`src/rtl/simeck_round_ctrl.sv`:
```
// simeck_round_ctrl: sequences one Simeck block through load, ROUNDS iterations and done.
// Optional synchronous abort port is compiled in when SIMECK_ABORT_EN is defined.
module simeck_round_ctrl #(
    parameter int DATAW  = 16,
    parameter int ROUNDS = 32,
    parameter int CNTW   = 6
) (
    input  logic            clk,
    input  logic            reset,
    input  logic            start,
    input  logic            mode,
`ifdef SIMECK_ABORT_EN
    input  logic            abort,
`endif
    output logic            dctr,
    output logic            half_sel,
    output logic [CNTW-1:0] key_addr,
    output logic [CNTW-1:0] round_idx,
    output logic            busy,
    output logic            done
);
    localparam logic [2:0] IDLE  = 3'd0;
    localparam logic [2:0] LOAD0 = 3'd1;
    localparam logic [2:0] LOAD1 = 3'd2;
    localparam logic [2:0] RUN   = 3'd3;
    localparam logic [2:0] DONE  = 3'd4;
    localparam logic [CNTW-1:0] LAST = CNTW'(ROUNDS - 1);

    if (DATAW < 1 || ROUNDS < 1 || (1 << CNTW) <= ROUNDS) begin : g_bad_cfg
        $error("simeck_round_ctrl: counter too narrow for ROUNDS or bad DATAW");
    end

    logic [2:0]      state;
    logic [CNTW-1:0] cnt;
    logic            mode_q;
    logic            kill;
    logic            run;

`ifdef SIMECK_ABORT_EN
    assign kill = abort;
`else
    assign kill = 1'b0;
`endif

    // State, round counter and mode latched at block acceptance; abort only acts while busy.
    always_ff @(posedge clk or negedge reset) begin
        if (!reset) begin
            state  <= IDLE;
            cnt    <= '0;
            mode_q <= 1'b0;
        end else begin
            case (state)
                IDLE: if (start) begin
                    state  <= LOAD0;
                    mode_q <= mode;
                end
                LOAD0: state <= kill ? IDLE : LOAD1;
                LOAD1: begin
                    state <= kill ? IDLE : RUN;
                    cnt   <= '0;
                end
                RUN: if (kill || cnt == LAST) begin
                    state <= kill ? IDLE : DONE;
                    cnt   <= '0;
                end else begin
                    cnt <= cnt + CNTW'(1);
                end
                default: state <= IDLE;
            endcase
        end
    end

    // Outputs are pure decodes of state, counter and latched mode, so reset clears them at once.
    always_comb begin
        run       = state == RUN;
        dctr      = state == LOAD0 || state == LOAD1;
        half_sel  = state == LOAD1;
        busy      = dctr || run;
        done      = state == DONE;
        round_idx = run ? cnt : '0;
        key_addr  = run ? (mode_q ? LAST - cnt : cnt) : '0;
    end
endmodule

```
`config.mk`:
```
export PLATFORM = sky130hd
export DESIGN_NAME = simeck_round_ctrl
export DESIGN_NICKNAME = d
export VERILOG_FILES = /design/src/rtl/simeck_round_ctrl.sv
export SDC_FILE = /design/constraint.sdc
export NUM_CORES = 1
export LEC_CHECK = 0
export ABC_AREA = 1
export CAP_MARGIN = 20
export CORE_MARGIN = 2
export CORE_UTILIZATION = 45
export CTS_CLUSTER_SIZE = 8
export DETAILED_ROUTE_END_ITERATION = 8
export GPL_TIMING_DRIVEN = 1
export PLACE_DENSITY = 0.87
export SLEW_MARGIN = 5
export SYNTH_ARGS = -nofsm -noshare
export SYNTH_HDL_FRONTEND = slang
export SYNTH_SLANG_ARGS = --single-unit
export TNS_END_PERCENT = 100
```
`constraint.sdc`:
```
create_clock -name clk -period 1.7 [get_ports clk]
set_clock_uncertainty 0.2 [all_clocks]
set_input_delay 0.17 -clock clk [delete_from_list [all_inputs] [get_ports clk]]
set_output_delay 0.17 -clock clk [all_outputs]
set_load 0.005 [all_outputs]
```
# After elaboration in Yosys (flattened, before gate mapping)
# Cells that the tools add are included.
# totals
ff_bits	10
inputBits	4
out_inout_bits	16
elab_cells	26
# classes
n_addsub	2
eq_ne	7
n_mux	8
reduce_logical	6
# ops
operator	n
$mux W6	4
$pmux W3 S4	1
$pmux W6 S2	1
$add A6 B1 Y6 const B	1
$eq A3 B2 Y1 const B	2
$eq A6 B5 Y1 const B	1
$mux W3	2
$sub A5 B6 Y6 const A	1
$reduce_and A2 Y1	2
$eq A3 B1 Y1 const B	1
$eq A3 B3 Y1 const B	1
$logic_not A3 Y1	1
$logic_or A1 B1 Y1	2
$ne A2 B1 Y1 const B	1
$ne A2 B2 Y1 const B	1
$reduce_bool A2 Y1	1

# Longest topological paths before layout
# Gate-level depths: netlist (run 1).
# depth
depth_word	3
depth_mapped	7
ltp_nobuf	6

# Worst setup path after synthesis (run 1)
# OpenSTA, ideal clock, no wires.
# synth_path
path_type	reg-to-output
startpoint	reg state[0]
endpoint	out round_idx[5]
arrival_ns	1.091
required_time_ns	1.330
path_slack_ns	0.239
path_stages_with_launch	7
n_path_buf	2
cell_sequence	dfrtp_1 > nand2_2 > nor2_4 > inv_2 > buf_6 > nor2_1 > buf_4
# synth_between
elab_chain_cells	2
# synth_lines
element	line	source
start, declared	33	logic [2:0] state;
start signal, assigned	57	LOAD0: state <= kill ? IDLE : LOAD1;
start signal, assigned	59	state <= kill ? IDLE : RUN;
start signal, assigned	63	state <= kill ? IDLE : DONE;
$eq A3 B2 Y1	75	run = state == RUN;
$mux W6	80	round_idx = run ? cnt : '0;
end, declared	18	output logic [CNTW-1:0] round_idx,
# No other way between the ends.

# Worst setup path after layout (run 1)
# layout_path
startpoint	reg state[1]
endpoint	out round_idx[1]
# The elaborated chain is that of the path after synthesis.

==> metrics, run 1 <==
outcome=finished with violations; failing checks=negative setup slack; Startpoint Class=register; final slew viol count=0; die area=about 0.0018 mm²; count of final setup violators=6; detailed-route vias per instance=between 4 and 5; Synth cell types=22; FF/Latch Area=between 200 and 300 µm²; Vias=about 700; initial antenna violation count=0; fin crit share=101%; DR pass1 iterations=4; hold buffer count at CTS=0; FP Rows=13; Clock Sinks=10; global-route wire length before repair=between 2 and 2.5 mm; layout cells sized above 1=between 40% and 50%; synth-to-layout area growth=49.0%; FF+latch count, synth=10; Detailed Route Iter0 Violations=10; Total GRT Usage=between 10% and 20%; maximum vdd drop=0.895 mV; CTS Buf Count=3; WP depth=5; Worst-Margin Slew=0.450 ns; Reg2Reg Setup Slack=around 0.28 ns; fill count=slightly below 100; GRT overflow=0; RR Startpoint=cnt[1]$_DFFE_PN0P_; post-DP HPWL=roughly 1.1 mm; Multi-input gate area=a little under 400 µm²; R2R depth=5; TritonCTS clock tree=yes; drt wl/cell=11.5 µm; register clock-pin slew on the reported worst setup and hold paths=around 0.07 ns; CTS H-tree depth=1; Final Hold Viols=0; Finished Core Util=between 70 and 80%; family with the most delay on the worst path=flip-flops; min Tclk post-route=1.72 ns; crit path cell chain=nand2_2, nor2_4, clkinv_4, nor2_2, clkbuf_2; WP data required=1.33 ns; core area=0.00133 mm²; post-synth net total=97; largest net degree at the start of global routing=12; GPL Wtd Cong=just under 0.8; # diodes=0; drt drc=0; setup TNS=-0.0770 ns; worst skew pair latency=approximately 0.27 ns; vias in the first global route=approximately 610; relative slew slack=a little over two thirds; non-filler instance count after layout=between 100 and 150; setup ws final=-0.0227 ns; fmax=just under 0.6 GHz; dpl cells=130; Synth Warn #=0; initial core utilization=around half; Antenna Nets Post-Route=0; PortBufs=19; sequential share of the synthesized area=37.7%; Worst Path Buf+Inv=2; nets=around 130; critical path type=reg -> out; max_cap viols=0; I/O pins=20; WHS=just over 0.006 ns; top-area cell type share of the netlist area=between 30% and 40%; crit-path max cell delay=about 0.4 ns; RSZ-0062 raised after global routing=yes; top post-synthesis cells by area=dfrtp_1 38%, nand2_1 9.6%, inv_1 9.0%; CP endpoint kind=primary output; Power Density=approximately 1700 mW/mm²; leading area contributor after synthesis=dfrtp_1; WL final=about 1.6 mm; die height=between 40 and 50 µm; Die X=around 42 µm; cell count after synthesis=92; Avg Cell Area, Syn=about 7.2 µm²; FF-to-FF End=cnt[2]$_DFFE_PN0P_; Worst path slowest cell=dfrtp_1; LEAKAGE=0.530 nW; worst min-delay path category=in -> async; Worst EP arrival=1.35 ns; Root Buffer=clkbuf_4; Cell Area, Synth=roughly 660 µm²; clock tree buffer depth=2; Worst Path Max Fanout=6
[routing by layer]
metal | up-vias | part of all wire (%) | wire length, µm | track usage [%]
met1 | 321 | 41 | 672 | 21.4
met3 | 3 | 5.2 | 85 | 1.29
met5 | - | 0 | 0 | 0
li1 | 350 | - | - | -
met2 | 24 | 52 | 846 | 31.1
met4 | 0 | 1.3 | 21 | 11.3
[where the power goes]
part	switching, mW	internal (mW)	leakage (nW)
Combinational	0.584	0.508	0.380
Sequential	0.0972	0.306	0.129
Clock	0.0869	0.130	0.0210
[worst max path at each step]
stage                         start      endpoint  slack, ns
6_report       state[1]$_DFFE_PN0P_  round_idx[1]      -0.02
3_5_place_dp   state[1]$_DFFE_PN0P_  round_idx[5]      -0.01
3_3_place_gp   state[1]$_DFFE_PN0P_  round_idx[5]       0.04
2_1_floorplan  state[0]$_DFFE_PN0P_  round_idx[5]       0.24
4_1_cts        state[1]$_DFFE_PN0P_  round_idx[1]      -0.01
5_1_grt        state[1]$_DFFE_PN0P_   key_addr[4]      -0.11
[worst register-to-register path, stage by stage, from the launching register on]
cell and delay (ns):
dfrtp_1 0.43, buf_4 0.17, ha_1 0.21, xor2_1 0.15
nand3_1 0.10, nand2_1 0.05
[cells by family after synthesis]
group,after synthesis,synth area share (%)
AOI/OAI and AO/OA,6,4.90
xor gates and xnor gates,6,7.91
adders and majority gates,1,1.88
buffers and inverters,21,13.7
DFF,10,37.7
and+or+nand+nor,48,33.9
[through the flow]
step | power [mW] | worst slack [ns] | instance area (µm²)
3_5_place_dp | 1.33 | -0.00966 | 906
2_1_floorplan | 0.908 | 0.239 | 664
6_report | 1.71 | -0.0227 | 990
3_3_place_gp | 1.30 | 0.0434 | 906
4_1_cts | 1.50 | -0.0137 | 946
5_1_grt | 1.84 | -0.113 | 990
[sequential cells by signal, indices dropped and copies added, names as in the netlist]
signal	cells
cnt	6
mode_q	1
state	3
[layout by cell type (no fill, tap or decap)]
cell type,count
nand3b_1,1
nor2_2,5
nand3_1,10
clkbuf_4,3
clkbuf_8,1
xnor2_1,4
dfrtp_1,10
nand2_1,17
nor2_1,3
inv_4,1
nand2_2,1
clkdlybuf4s50_1,3
nor3_1,1
nand4_1,1
buf_6,1
xnor2_2,1
nor2_4,9
a21oi_1,1
inv_1,16
o21ai_0,4
xor2_1,1
clkinv_4,1
buf_4,14
clkbuf_2,15
o211ai_1,1
ha_1,1
[area by class of cell]
cell class / instances / share of cell area, %
clock buffer: 4 / 3.67
multi-input combinational: 61 / 39.2
tap: 15 / 1.90
inverter: 17 / 6.95
sequential: 10 / 25.3
timing repair inverter: 1 / 0.632
timing repair buffer: 33 / 22.4
[Yosys cell counts, drive strengths merged]
cell    count
o21ai       4
nor3        1
nand3b      1
nor2       17
nand4       1
a21oi       1
inv        17
xor2        1
dfrtp      10
nand2      18
clkbuf      1
xnor2       5
buf         3
nand3      10
o211ai      1
ha          1
[timing repair]
item,in CTS,in global routing
buffers inserted,1,5
pin swaps,2,7
endpoints found under the setup margin,16,15
gates cloned,0,1
gates resized for setup,21,47
Note: power is estimated with default switching activity, not from simulation.
==> run 2, diff against run 1 <==
--- a/config.mk
+++ b/config.mk
@@ -13,6 +13,7 @@
 export DETAILED_ROUTE_END_ITERATION = 8
 export GPL_TIMING_DRIVEN = 1
 export PLACE_DENSITY = 0.87
+export RECOVER_POWER = 50
 export SLEW_MARGIN = 5
 export SYNTH_ARGS = -nofsm -noshare
 export SYNTH_HDL_FRONTEND = slang
==> run 2 against run 1 <==
  * The flow still finishes with violations (negative setup slack)
  * Register-to-register slack about the same
  * Die area did not move
  * Combinational power barely moved
  * Critical endpoint unchanged
  * Largest cell class unchanged
  * Largest power group unchanged
==> metrics, run 2 (same netlist as run 1, synthesis figures left out) <==
outcome=finished with violations; failing checks=negative setup slack; setup ws final=-0.0227 ns (unchanged); Root Buffer=clkbuf_4; sw frac=44.9% (about the same); setup TNS=-0.0770 ns (unchanged); initial core utilization=49.8% (unchanged); RSZ-0062 raised after global routing=yes; Total GRT Usage=18.0% (unchanged); Pint=0.944 mW (about the same); family with the most delay on the worst path=flip-flops; drt drc=0 (unchanged); Startpoint Class=register; core area=0.00133 mm² (unchanged); Reg2Reg Setup Slack=0.28 ns (about the same); hold buffer count at CTS=0 (unchanged); final slew viol count=0 (unchanged); Vias=698 (unchanged); Final Hold Viols=0 (unchanged); crit path cell chain=nand2_2, nor2_4, clkinv_4, nor2_2, clkbuf_2; GRT overflow=0 (unchanged); fill count=99 (unchanged); Worst EP arrival=1.35 ns (about the same); Die X=42.4 µm (unchanged); relative slew slack=69.6% (-0.35 points); total power draw=1.71 mW (about the same); min Tclk post-route=1.72 ns (unchanged); R2R depth=5 (unchanged); count of final setup violators=6 (unchanged); clock tree buffer depth=2 (unchanged); nets=132 (unchanged); Logic pwr share=63.8% (about the same); TritonCTS clock tree=yes; post-DP HPWL=1.12 mm (unchanged); fin crit share=101% (unchanged); commonest non-fill, non-tap cells in the layout=17 x nand2_1, 16 x inv_1, 15 x clkbuf_2; critical path type=reg -> out; Power Density=1730 mW/mm² (about the same); die height=42.4 µm (unchanged); FF-to-FF End=cnt[2]$_DFFE_PN0P_; Top reg by flops=cnt; register clock-pin slew on the reported worst setup and hold paths=0.07 ns (about the same); Worst path slowest cell=dfrtp_1; WHS=0.0763 ns (+0.0702 ns); LEAKAGE=0.530 nW (about the same); Worst Path Buf+Inv=2 (unchanged); Worst-Margin Slew=0.455 ns (+0.00512 ns); worst skew pair latency=0.27 ns (about the same); sw power=0.768 mW (unchanged); RR Startpoint=cnt[1]$_DFFE_PN0P_; Clock Sinks=10 (unchanged); detailed-route vias per instance=4.95 (unchanged); Worst Path Max Fanout=6 (unchanged); worst min-delay path category=in -> async; WL final=1.62 mm (unchanged); CTS Buf Count=3 (unchanged); Antenna Nets Post-Route=0 (unchanged); GPL Wtd Cong=0.792 (unchanged); vias in the first global route=608 (unchanged); global-route wire length before repair=2.47 mm (unchanged); Top Registers=cnt: 6 flops, state: 3 flops, mode_q: 1 flops; I/O pins=20 (unchanged); FP Rows=13 (unchanged); initial antenna violation count=0 (unchanged); drt wl/cell=11.5 µm (unchanged); WP data required=1.33 ns (about the same); Detailed Route Iter0 Violations=10 (unchanged); DR pass1 iterations=4 (unchanged); Clock Power Share=12.7% (about the same); maximum vdd drop=0.895 mV (about the same); CP endpoint kind=primary output; CTS H-tree depth=1 (unchanged); part of the power in registers=23.6% (about the same); max_cap viols=0 (unchanged); most common cell after layout, fill and taps aside=nand2_1; # diodes=0 (unchanged); fmax=0.580 GHz (unchanged); synth-to-layout area growth=49.0% (unchanged); PortBufs=19 (unchanged); layout cells sized above 1=41.3% (unchanged); crit-path max cell delay=0.41 ns (about the same); die area=0.00180 mm² (unchanged); largest net degree at the start of global routing=12 (unchanged); max reg flops=6 (unchanged)
==> run 2: cell count changes in the layout (fill, tap and decap cells not counted), sizes merged <==
cell and delta:
clkdlybuf4s50 -1, dlygate4sd3 +1
==> run 2: repair_timing <==
| action | CTS | global route |
|---|---|---|
| endpoints found under the setup margin | 16 | 15 |
| gates resized for setup | 21 | 47 |
| cloned | 0 | 1 |
| pin swaps | 2 | 7 |
| setup buffers | 1 | 5 |
==> run 2: worst max-delay path by stage <==
stage / cells after the start / start / end / slack (ns)
6_report: 5 / state[1]$_DFFE_PN0P_ / round_idx[1] / -0.02
5_1_grt: 5 / state[1]$_DFFE_PN0P_ / key_addr[4] / -0.11
4_1_cts: 5 / state[1]$_DFFE_PN0P_ / round_idx[1] / -0.01
3_5_place_dp: 5 / state[1]$_DFFE_PN0P_ / round_idx[5] / -0.01
3_3_place_gp: 5 / state[1]$_DFFE_PN0P_ / round_idx[5] / 0.04
2_1_floorplan: 6 / state[0]$_DFFE_PN0P_ / round_idx[5] / 0.24
==> run 2: metrics by stage <==
| step | cell area [µm²] | std cells | setup WS (ns) | utilization, % |
|---|---|---|---|---|
| 2_1_floorplan | 664 | 92 | 0.239 | - |
| 3_3_place_gp | 906 | 130 | 0.0434 | 67.9 |
| 3_5_place_dp | 906 | 130 | -0.00966 | 67.9 |
| 4_1_cts | 946 | 135 | -0.0137 | 70.9 |
| 5_1_grt | 990 | 141 | -0.113 | 74.2 |
| 6_report | 990 | 141 | -0.0227 | 74.2 |
==> run 2: cell type report <==
cell class	count	area, µm²	area share (%)
inverter	17	68.8	6.95
multi-input combinational	61	388	39.2
timing repair buffer	33	221	22.4
sequential	10	250	25.3
tap	15	18.8	1.90
clock buffer	4	36.3	3.67
timing repair inverter	1	6.26	0.632
==> run 2: metal layers <==
layer / wire [µm] / part of all wire (%) / GRT usage (%)
met5: 0 / 0 / 0
met3: 85 / 5.2 / 1.29
met4: 21 / 1.3 / 11.3
met2: 846 / 52 / 31.1
met1: 671 / 41 / 21.4
==> run 2: worst register-to-register path, delay by kind of cell, from the launching register on <==
kind,cells,cell delay [ns]
XOR/XNOR,1,0.15
adder cells (fa/ha/maj),1,0.21
buffers and inverters,1,0.17
flip-flops,1,0.43
AND/OR/NAND/NOR,2,0.15
==> run 2: power groups by stage <==
stage	Sequential [mW]	Clock (mW)	Combinational, mW
after floorplan	0.367	0	0.540
after global routing	0.417	0.230	1.19
final	0.403	0.217	1.09
after CTS	0.406	0.216	0.882
after detailed placement	0.401	0	0.929
after global placement	0.394	0	0.904
